[src/rtl/sub_serial.sv]
// Bit-serial subtractor: diff = A - B - Bin, one bit per clock, LSB first, start/done handshake.
// Define SUB_SERIAL_OVF_EN to add the signed overflow output ovf.
module sub_serial #(
    parameter int unsigned WIDTH = 4
) (
    input  logic             clk,
    input  logic             rst,
    input  logic             start,
    input  logic [WIDTH-1:0] A,
    input  logic [WIDTH-1:0] B,
    input  logic             Bin,
    output logic             busy,
    output logic             done,
    output logic [WIDTH-1:0] diff,
    output logic             bout
`ifdef SUB_SERIAL_OVF_EN
    ,
    output logic             ovf
`endif
);

    localparam int unsigned CW = $clog2(WIDTH);
    localparam logic [CW-1:0] LastBit = CW'(WIDTH - 1);

    typedef enum logic [1:0] {StIdle, StShift, StDone} state_e;

    state_e           state_q, state_d;
    logic [WIDTH-1:0] a_q, a_d;
    logic [WIDTH-1:0] b_q, b_d;
    logic             br_q, br_d;
    logic [CW-1:0]    cnt_q, cnt_d;
    logic [WIDTH-1:0] diff_q, diff_d;
    logic             bout_q, bout_d;
`ifdef SUB_SERIAL_OVF_EN
    logic             ovf_q, ovf_d;
`endif

    logic accept;
    logic ai, bi, d, br_next;

    always_comb begin
        ai      = a_q[cnt_q];
        bi      = b_q[cnt_q];
        d       = ai ^ bi ^ br_q;
        br_next = (~ai & bi) | (~ai & br_q) | (bi & br_q);
    end

    always_comb begin
        state_d = state_q;
        a_d     = a_q;
        b_d     = b_q;
        br_d    = br_q;
        cnt_d   = cnt_q;
        diff_d  = diff_q;
        bout_d  = bout_q;
`ifdef SUB_SERIAL_OVF_EN
        ovf_d   = ovf_q;
`endif
        accept  = 1'b0;

        case (state_q)
            StIdle: begin
                accept = start;
            end
            StShift: begin
                diff_d[cnt_q] = d;
                br_d          = br_next;
                cnt_d         = cnt_q + 1'b1;
                if (cnt_q == LastBit) begin
                    state_d = StDone;
                    cnt_d   = '0;
                    bout_d  = br_next;
`ifdef SUB_SERIAL_OVF_EN
                    ovf_d   = (ai ^ bi) & (d ^ ai);
`endif
                end
            end
            StDone: begin
                // Back-to-back: a start seen in DONE skips the IDLE cycle.
                accept  = start;
                state_d = StIdle;
            end
            default: state_d = StIdle;
        endcase

        if (accept) begin
            state_d = StShift;
            a_d     = A;
            b_d     = B;
            br_d    = Bin;
            cnt_d   = '0;
            diff_d  = '0;
            bout_d  = 1'b0;
`ifdef SUB_SERIAL_OVF_EN
            ovf_d   = 1'b0;
`endif
        end
    end

    always_ff @(posedge clk or posedge rst) begin
        if (rst) begin
            state_q <= StIdle;
            a_q     <= '0;
            b_q     <= '0;
            br_q    <= 1'b0;
            cnt_q   <= '0;
            diff_q  <= '0;
            bout_q  <= 1'b0;
`ifdef SUB_SERIAL_OVF_EN
            ovf_q   <= 1'b0;
`endif
        end else begin
            state_q <= state_d;
            a_q     <= a_d;
            b_q     <= b_d;
            br_q    <= br_d;
            cnt_q   <= cnt_d;
            diff_q  <= diff_d;
            bout_q  <= bout_d;
`ifdef SUB_SERIAL_OVF_EN
            ovf_q   <= ovf_d;
`endif
        end
    end

    assign busy = (state_q == StShift);
    assign done = (state_q == StDone);
    assign diff = diff_q;
    assign bout = bout_q;
`ifdef SUB_SERIAL_OVF_EN
    assign ovf  = ovf_q;
`endif

endmodule

[config.mk]
export PLATFORM = sky130hd
export DESIGN_NAME = sub_serial
export DESIGN_NICKNAME = d
export VERILOG_FILES = /design/src/rtl/sub_serial.sv
export SDC_FILE = /design/constraint.sdc
export NUM_CORES = 1
export LEC_CHECK = 0
export ABC_AREA = 0
export CORE_MARGIN = 2
export CORE_UTILIZATION = 30
export DETAILED_ROUTE_END_ITERATION = 12
export HOLD_SLACK_MARGIN = 0.06
export SKIP_CTS_REPAIR_TIMING = 1
export SLEW_MARGIN = 20
export SYNTH_ARGS = -nofsm -noshare
export SYNTH_HDL_FRONTEND = slang
export SYNTH_SLANG_ARGS = --single-unit
[constraint.sdc]
create_clock -name clk -period 3.3 [get_ports clk]
set_clock_uncertainty 0.05 [all_clocks]
set_input_delay 0.99 -clock clk [delete_from_list [all_inputs] [get_ports clk]]
set_output_delay 0.99 -clock clk [all_outputs]
set_load 0.01 [all_outputs]
After elaboration in Yosys (flattened, before gate mapping)
Cells that the tools add are included.
- output and inout bits: 7
- bits of input ports: 12
- register bits after elaboration: 18
- logic and storage cells: 51
- bitwise logic cells: 8
- reduce and logical (&&, ||, !) cells: 7
- multiplexer cells: 21
- equality and inequality tests: 5
- add/sub/neg operators: 1
- magnitude comparators: 2
- operators by type and width (kind ; count):
    $mux W2 ; 5
    $mux W1 ; 9
    $mux W4 ; 2
    $bmux W1 S2 ; 2
    $bwmux W4 ; 1
    $eq A2 B2 Y1 const B ; 2
    $pmux W2 S2 ; 1
    $reduce_and A2 Y1 ; 2
    $reduce_bool A2 Y1 ; 2
    $and A1 B1 Y1 ; 3
    $lt A2 B3 Y1 const B ; 1
    $ne A3 B1 Y1 const B ; 1
    $add A2 B1 Y2 const B ; 1
    $demux W1 S2 ; 1
    $eq A2 B1 Y1 const B ; 1
    $ge A2 B1 Y1 const B ; 1
    $logic_not A2 Y1 ; 1
    $ne A2 B2 Y1 const B ; 1
    $or A1 B1 Y1 ; 2
    $reduce_or A2 Y1 ; 1
    $xor A1 B1 Y1 ; 2
    $logic_and A1 B1 Y1 ; 1
    $not A1 Y1 ; 1

Depth between registers and ports, before layout
Gate-level depths: netlist of the first run.
- depth after elaboration: 9
- mapped depth: 5
- gate-level depth less buffers: 5

Least setup slack after synthesis of the first run
OpenSTA, ideal clock, no wires.
- path kind: register -> register
- start: reg cnt_q[0]
- end: reg diff_q[0], in the netlist diff[0]
- required time: 3.163 ns
- stages on the path, launching flop included: 5
- library setup time: 0.087 ns
- arrival: 1.699 ns
- buffers on the path: 0
- period minus slack after synthesis: 1.836 ns
- setup slack: 1.464 ns
- cells stage by stage: dfrtp_1 > mux4_2 > fa_1 > nand2_1 > o211ai_1
- word-level cells in the longest chain between the ends: 7
- elaborated cells between the ends (all ways): 14
- those cells by class: order compare (2); mux (9); bitwise (2); reduce/logical (1)
- ends and longest elaborated chain (element ; RTL line ; RTL):
    from (decl) ; 31 ; logic [CW-1:0] cnt_q, cnt_d;
    from (signal assigned) ; 117 ; cnt_q <= cnt_d;
    $lt A2 B3 Y1 (implied by the code) (tied with other cells) ; 66 ; diff_d[cnt_q] = d;
    $logic_and A1 B1 Y1 (implied by the code) (tied with other cells) ; 66 ;
    $mux W1 (implied by the code) / $xor A1 B1 Y1 (equally long branches) ; 66, 44 ;
    $demux W1 S2 / $xor A1 B1 Y1 (equally long branches) ; 66, 44 ;
    $bwmux W4 * ; 66 ;
    $mux W4 * ; 61 ; case (state_q)
    $mux W4 * ; 86 ; if (accept) begin
    to (signal assigned) ; 118 ; diff_q <= diff_d;
    to (decl) ; 32 ; logic [WIDTH-1:0] diff_q, diff_d;
Mark *: on every way between the ends. The rest lies on a longest branch, timed or not. The select of a mux whose other input is x is not followed.
A chain may end at the register's enable or synchronous reset.

Worst setup path after layout of the first run
- start: reg state_q[0]
- end: out busy
- word-level cells in the longest chain between the ends: 1
- ends and longest elaborated chain (element ; RTL line ; RTL):
    from (decl) ; 27 ; state_e state_q, state_d;
    from (signal assigned) ; 102 ; state_q <= StIdle;
    from (signal assigned) ; 113 ; state_q <= state_d;
    $eq A2 B1 Y1 ; 126 ; assign busy = (state_q == StShift);
    to (decl) ; 12 ; output logic busy,
No other way between the ends.

==> results of run 1 <==
## state kept, by name, summed over array words and instances, names as in the netlist
| signal | count |
|---|---|
| a_q | 4 |
| b_q | 4 |
| diff | 4 |
| cnt_q | 2 |
| state_q | 2 |
| bout | 1 |
| br_q | 1 |
## placed cells by master (no fill, tap or decap)
master	synthesis	routed
nand2_1	31	31
dfrtp_1	18	18
clkdlybuf4s50_1	0	18
inv_1	8	8
nand2b_1	6	6
ha_1	4	4
and2b_1	3	3
nand3_1	3	3
clkbuf_4	0	3
a21oi_1	2	2
o22ai_1	2	2
mux4_2	2	2
o211ai_1	2	2
nor2_4	1	1
a21oi_2	1	1
o21ai_0	1	1
o221a_1	1	1
and2_1	1	1
mux2i_1	1	1
o311ai_1	1	1
fa_1	1	1
## per-layer routing
| layer | global-route usage [%] | wire (µm) | vias to the layer above |
|---|---|---|---|
| li1 | - | - | 331 |
| met1 | 13.51 | 804 | 293 |
| met2 | 18.10 | 781 | 17 |
| met3 | 4.585 | 93 | 2 |
| met4 | 1.299 | 21 | 0 |
| met5 | 0 | 0 | - |
## worst paths after layout
kind / to / slack [ps] / cells after the start
hold / removal: b_q[3] / 430 / 2
min in group asynchronous: diff[3] / 1040 / 2
setup reg to reg: diff[0] / 1280 / 4
hold reg to reg: b_q[3] / 430 / 2
setup / recovery: busy / 520 / 2
max in group asynchronous: a_q[1] / 1710 / 2
## worst max-delay path: cells and delay by family, from the launching register on
family                 cells  cell delay [ps]
buffers and inverters      1              560
DFF                        1              620
and+or+nand+nor            1              270
## final cells by class
| type | count | share of cell area [%] |
|---|---|---|
| flip-flops and latches | 18 | 39.96 |
| multi-input cells | 63 | 35.96 |
| repair buffers | 18 | 15.98 |
| well taps | 31 | 3.441 |
| inverters | 8 | 2.664 |
| clock buffers | 3 | 1.998 |
## cell families after synthesis
logic type,share of synthesized area (%)
and+or+nand+nor,23.03
muxes,6.069
buffers and inverters,5.654
DFF,49.65
AOI/OAI and AO/OA,7.861
adders and majority gates,7.724
## per-stage QoR
step,instances,instance area [µm²]
final,141,1127
after global routing,141,1127
after CTS,141,1127
after detailed placement,138,1105
after global placement,138,1105
after floorplan,92,907.1
## power by group
| group | switching (µW) | leakage, µW | internal, µW |
|---|---|---|---|
| logic | 236 | 0.000293 | 232 |
| registers | 87.2 | 0.000227 | 317 |
| clock network | 66.1 | 0.0000138 | 42.4 |
==> run summary, run 1 <==
number of enable flip-flop cells after synthesis: 0
Hold Worst Slack: 429.2 ps
final worst setup slack: 515.1 ps
Crit path arrival time: 1740 ps
boundary pin count: 19
htree depth: 1
Die Outline Area: 3480 µm²
Power Total: 980.3 µW
Critical Path Slowest Stage Cell: dfrtp_1
Required @ worst endpoint: 2260 ps
critical-path cell list: and2b_1 -> clkdlybuf4s50_1
Final nets: 129
dominant register cell in the synthesized netlist: dfrtp_1
overall track demand over capacity in global routing: 10.84%
Core ar.: 2805 µm²
hold_sp: b_q[3]
via count: 643
Port Buf Inserts: 18
clock tree from TritonCTS: done
number of inserted diodes: 0
average detailed-routed wire length per instance: 12.07 µm
sequential cell area fraction in the yosys report: 49.66%
worst relative slew slack: 54.12%
PD cells: 869.6 nW/µm²
number of register bits inferred by synthesis: 18
first element of the critical path: state_q[0]
Final Core Density: 40.19%
ratio of final minimum period to clock period: 84.39%
accumulated negative setup slack: 0 ps
Setup Crit Path Kind: reg -> out
first-pass GRT wire length: 2.794 mm
DP Worst Slack: 856.5 ps
highest attainable clock frequency: 359.1 MHz
area of all sequential standard cells: 450.4 µm²
delay contributed by the slowest stage of the critical path: 620 ps
first-iteration detailed-routing DRC count: 7
ratio of cells with drive above 1 in the final layout: 6.364%
Inserted Clock Buffers: 3
pin count of the biggest net entering global routing: 19
cell type with the largest total area after synthesis: dfrtp_1
Yosys top cell area share: 49.66%
die outline width: 58.99 µm
unrepaired setup endpoints after global routing: false
leakage: 0.0005332 µW
post-synthesis instance total: 92
maximum buffer depth of the clock tree: 2
clk root buf: clkbuf_4
library cell with the highest instance count after synthesis: nand2_1
final wirelength: 1.702 mm
ranking of synthesized cells by area: dfrtp_1, nand2_1, ha_1, mux4_2, nand2b_1
starting utilization of the core area: 32.34%
final-report max-slew violation count: 0
die height: 58.99 µm
area growth from synthesis to layout: 24.28%
type of the worst min-delay path: reg -> reg
type of destination of the critical path: output port
number of antenna violations at the first check in global routing: 0
Final Wtd Congestion: 0.7639
Cell variety after synth: 22
average cell area after synthesis: 9.860 µm²
clock transition time at the flip-flop clock pins of the worst setup and hold paths: 110 ps
DRT antenna net count: 0
result of the run: finished with violations
combined area of the multi-input logic cells: 405.4 µm²
filler cell count in the final layout: 293
Final min period: 2785 ps
kind of launch point of the worst setup path: flip-flop
Initial DRT Pass Iterations: 10
critical path fanouts, max: 13
violated checks: DRC
Slew @ Worst Pin: 687.4 ps
Detail Placement HPWL: 1.257 mm
R2R Path Start: cnt_q[0]
syn nets: 109
vias in the first global route: 629
sink count of the clock tree: 18
proportion of synthesized flip-flops having asynchronous set or reset: 100.0%
synthesized cell area: 907.1 µm²
top cells by count, synth: nand2_1, dfrtp_1, inv_1
# DRC: 3
worst supply voltage drop on vdd: 0.0003242 V
global route total overflow: 0
ratio of routed vias to standard cells: 4.560
row count: 19
final-report hold violation count: 0
max-cap violation count: 0
Finish-stage setup viols: 0
number of warnings printed during yosys synthesis: 0
clock network latency to the later pin of the worst-skew pair: 290 ps
No activity file was read; power rests on OpenSTA's default activity.
==> inputs of run 2 (changes only) <==
- clock period: 3.3 -> 2.6 ns (I/O delays scaled with it)
==> run summary, run 2 (synthesis results as in run 1) <==
clock network latency to the later pin of the worst-skew pair: 300 ps (was 290 ps)
average detailed-routed wire length per instance: 12.13 µm (was 12.07 µm)
die outline width: 58.99 µm (unchanged)
number of antenna violations at the first check in global routing: 0 (unchanged)
accumulated negative setup slack: 0 ps (unchanged)
Setup Crit Path Kind: reg -> out (unchanged)
Final min period: 2440 ps
Required @ worst endpoint: 1770 ps (was 2260 ps)
logic gate share of total power: 48.6% (was 47.7%)
ratio of final minimum period to clock period: 93.85%
DRT antenna net count: 0 (unchanged)
row count: 19 (unchanged)
starting utilization of the core area: 32.34% (unchanged)
overall track demand over capacity in global routing: 10.86% (was 10.84%)
design internal power: 794.4 µW (was 591.3 µW)
boundary pin count: 19 (unchanged)
number of inserted diodes: 0 (unchanged)
first-iteration detailed-routing DRC count: 35 (was 7)
die height: 58.99 µm (unchanged)
final wirelength: 1.735 mm (was 1.702 mm)
worst supply voltage drop on vdd: 0.0003291 V (was 0.0003242 V)
worst relative slew slack: 52.92% (was 54.12%)
violated checks: DRC (unchanged)
area growth from synthesis to layout: 26.62% (was 24.28%)
unrepaired setup endpoints after global routing: false (unchanged)
most frequent cells in the layout: nand2_1, dfrtp_1, clkdlybuf4s50_1 (unchanged)
htree depth: 1 (unchanged)
net switching share of the total power: 38.74% (was 39.69%)
Crit path arrival time: 1610 ps (was 1740 ps)
sink count of the clock tree: 18 (unchanged)
critical path fanouts, max: 11 (was 13)
vias in the first global route: 643 (was 629)
Detail Placement HPWL: 1.317 mm (was 1.257 mm)
Clock Power Share: 13.6% (was 11.1%)
PD cells: 1129 nW/µm² (was 869.6 nW/µm²)
Die Outline Area: 3480 µm² (unchanged)
Core ar.: 2805 µm² (unchanged)
type of destination of the critical path: output port (unchanged)
Final nets: 130 (was 129)
NetSw: 502.4 µW (was 389.0 µW)
Initial DRT Pass Iterations: 8 (was 10)
max-cap violation count: 0 (unchanged)
ratio of cells with drive above 1 in the final layout: 8.036% (was 6.364%)
final-report max-slew violation count: 0 (unchanged)
Critical Path Slowest Stage Cell: clkdlybuf4s50_1 (was dfrtp_1)
delay contributed by the slowest stage of the critical path: 530 ps (was 620 ps)
critical-path cell list: buf_4 -> and2b_1 -> clkdlybuf4s50_1 (was and2b_1 -> clkdlybuf4s50_1)
maximum buffer depth of the clock tree: 2 (unchanged)
final-report hold violation count: 0 (unchanged)
clk root buf: clkbuf_4 (unchanged)
Hold Worst Slack: 432.5 ps (was 429.2 ps)
type of the worst min-delay path: reg -> reg (unchanged)
kind of launch point of the worst setup path: flip-flop (unchanged)
ratio of routed vias to standard cells: 4.706 (was 4.560)
result of the run: finished with violations (unchanged)
Finish-stage setup viols: 0 (unchanged)
filler cell count in the final layout: 286 (was 293)
via count: 673 (was 643)
pin count of the biggest net entering global routing: 19 (unchanged)
most frequent standard cell in the layout excluding fill and tap cells: nand2_1 (unchanged)
Port Buf Inserts: 18 (unchanged)
clock tree from TritonCTS: done (unchanged)
combined area of the multi-input logic cells: 405.4 µm² (unchanged)
Inserted Clock Buffers: 3 (unchanged)
leakage: 0.0005451 µW (was 0.0005332 µW)
Final Wtd Congestion: 0.7416 (was 0.7639)
highest attainable clock frequency: 409.8 MHz
power share of the sequential group: 37.8% (was 41.2%)
clock transition time at the flip-flop clock pins of the worst setup and hold paths: 110 ps (about the same)
area of all sequential standard cells: 450.4 µm² (unchanged)
global route total overflow: 0 (unchanged)
first-pass GRT wire length: 2.815 mm (was 2.794 mm)
# DRC: 3 (unchanged)
Slew @ Worst Pin: 705.4 ps (was 687.4 ps)
[run 2: cell type report]
cell class | count | share of cell area, %
inverters | 8 | 2.614
multi-input cells | 63 | 35.29
repair buffers | 19 | 16.34
clock buffers | 4 | 3.159
flip-flops and latches | 18 | 39.22
well taps | 31 | 3.377
[run 2: worst max-delay path: cells and delay by family, from the launching register on]
family        cells  cell delay [ps]
flops             1              410
buf+inv           2              710
simple gates      1              190
[run 2: power by group through the flow]
stage               Clock, µW  Combinational [µW]  Sequential, µW
floorplan                   0                 443             488
CTS                       184                 638             491
detailed placement          0                 635             499
global route              198                 706             509
global placement            0                 621             493
finish                    177                 630             490
[run 2: path summary, 6_finish.rpt]
kind | endpoint | slack, ps | start | depth (start not counted)
min in group asynchronous | br_q | 830 | rst | 2
max in group asynchronous | b_q[0] | 1220 | rst | 2
min | b_q[3] | 430 | b_q[3] | 2
max | done | 160 | state_q[0] | 3
min reg2reg | b_q[3] | 430 | b_q[3] | 2
max reg2reg | diff[3] | 610 | cnt_q[0] | 4
[run 2: layer usage]
layer / vias up / wire length (µm) / track usage [%] / share of wire (%)
met5: - / 0 / 0 / 0
met4: 0 / 0 / 1.948 / 0
met3: 0 / 122 / 4.585 / 7.0
met2: 20 / 818 / 18.10 / 47
met1: 318 / 794 / 13.31 / 46
li1: 335 / - / - / -
[run 2: through the flow]
step / power, µW / cell area, µm² / utilization [%] / worst slack, ps / std cells
floorplan: 930.9 / 907.1 / - / 764.2 / 92
global placement: 1114 / 1112 / 39.65 / 503.5 / 139
detailed placement: 1134 / 1112 / 39.65 / 495.1 / 139
CTS: 1313 / 1149 / 40.95 / 142.1 / 143
global route: 1413 / 1149 / 40.95 / 56.41 / 143
finish: 1297 / 1149 / 40.95 / 160.0 / 143
==> patch, RTL diff (settings of run 2) <==
Register the outputs `busy` and `done`, without a reset; this adds one clock of latency there. The other outputs are not delayed to match.
--- a/src/rtl/sub_serial.sv
+++ b/src/rtl/sub_serial.sv
@@ -123,8 +123,10 @@
         end
     end
 
-    assign busy = (state_q == StShift);
-    assign done = (state_q == StDone);
+    always_ff @(posedge clk) begin
+        busy <= (state_q == StShift);
+        done <= (state_q == StDone);
+    end
     assign diff = diff_q;
     assign bout = bout_q;
 `ifdef SUB_SERIAL_OVF_EN
Check against the original RTL: not equivalent (a bounded check fails within 4 cycles, from zero or initial values and one cycle with rst high).
==> patch against run 2 <==
  * Combinational power is 10% lower
  * Sequential share of layout area up 2.1 points
  * Register-to-register slack improved by 0.03 ns
  * Worst hold slack lost 0.00093 ns
  * Final area grew 3.4%
  * Via count decreased by 0.30%
  * Sequential cell count is 2 higher
  * Synthesized area rose by 4.4%
  * Total power fell by 1.8%
  * Wire length down 4.9%
  * Worst setup slack improved by 0.38 ns
  * Global-route usage shrank 0.23 points
  * Critical path type unchanged
  * Largest power group unchanged
  * Highest routed layer unchanged
==> patch: results (changes against run 2) <==
| Metric | Value |
|---|---|
| Dpl hpwl | 1239 µm (was 1317 µm) |
| Sequential area share after synthesis | 0.5178 (was 0.4966) |
| Compound-gate portion of the synthesized area | 0.07530 (was 0.07862) |
| Non-Clock Buffer Count | 18 (was 19) |
| Worst vdd ir | 0.2257 mV (was 0.3291 mV) |
| Total die area | 3623 µm² (was 3480 µm²) |
| All-Layer GR Usage | 0.1063 (was 0.1086) |
| DR pass1 iterations | 4 (was 8) |
| Synth top area cells | dfrtp_1, nand2_1, ha_1 (unchanged) |
| Clock network contribution to total cell area | 0.02213 (was 0.03159) |
| Largest stage delay, worst path | 0.54 ns |
| Syn Nets | 111 (was 109) |
| Outcome | complete, no violations (was finished, violations left) |
| Layout cells sized above 1 | 0.06195 (was 0.08036) |
| Global-route wire length before repair | 2863 µm (was 2815 µm) |
| Fraction of area in registers | 0.4131 (was 0.3922) |
| Layout non-clock buf frac | 0.1517 (was 0.1634) |
| Mapped Cells | 94 (was 92) |
| CTS Sinks | 20 (was 18) |
| Slack of the critical path | 0.5437 ns (was 0.1600 ns) |
| GPL Wtd Cong | 0.7210 (was 0.7416) |
| WP data arrival | 1.23 ns (was 1.61 ns) |
| Synth cell types | 23 (was 22) |
| DR iter-0 viols | 16 (was 35) |
| Fin Hold WS | 0.4316 ns (was 0.4325 ns) |
| # fillers | 308 (was 286) |
| Max FO, Critical Path | 3 (was 11) |
| Multi-input gate share of total cell area | 0.3414 (was 0.3529) |
| XOR/XNOR Fraction of Synth Area | 0 (unchanged) |
| Adder-cell share of the synthesized area | 0.07398 (was 0.07724) |
| Nets | 131 (was 130) |
| Dpl cells | 153 (was 139) |
| Asr flop ratio synth | 0.9000 (was 1.000) |
| Dpl ws | 0.5462 ns (was 0.4951 ns) |
| Drt total wl | 1650 µm (was 1735 µm) |
| Post-DR wirelength/cell | 10.51 µm (was 12.13 µm) |
| Slew HR | 0.5496 (was 0.5292) |
| R2R setup slack | 0.64 ns (was 0.61 ns) |
| Placed Area | 1161 µm² (was 1112 µm²) |
| P_leak | 0.5510 nW (was 0.5451 nW) |
| Area growth from synthesis to layout | 25.36% (was 26.62%) |
| Antenna violations before repair | 0 (unchanged) |
| Post-synthesis mux area share | 0.05812 (was 0.06069) |
| Number of global-route vias before repair | 696 (was 643) |
| Net switching power | 0.0004820 W (was 0.0005024 W) |
| Total number of vias | 671 (was 673) |
## patch: power groups by stage
stage	registers (W)	logic, W	clock network [W]
final	0.000558	0.000564	0.000152
after global placement	0.000560	0.000566	0
after global routing	0.000580	0.000657	0.000171
after floorplan	0.000538	0.000436	0
after CTS	0.000562	0.000579	0.000158
after detailed placement	0.000568	0.000575	0
## patch: path summary, 6_finish.rpt
| path | from | endpoint | cells after the start |
|---|---|---|---|
| max in group asynchronous | rst | b_q[0] | 2 |
| min in group asynchronous | rst | a_q[0] | 2 |
| worst min register to register | b_q[2] | b_q[2] | 2 |
| worst max register to register | cnt_q[0] | diff[0] | 4 |
| worst max-delay path | bout | bout | 1 |
| worst min-delay path | b_q[2] | b_q[2] | 2 |
## patch: per-layer routing
layer  routed length (µm)  global-route usage
met2                  816              0.1755
met4                    0             0.06667
met1                  787              0.1302
met3                   46             0.01299
met5                    0                   0
## patch: cell families after synthesis
logic type,count (synthesis)
compound gates,10
flops,20
simple gates,45
mux,3
buf+inv,11
fa+ha+maj,5
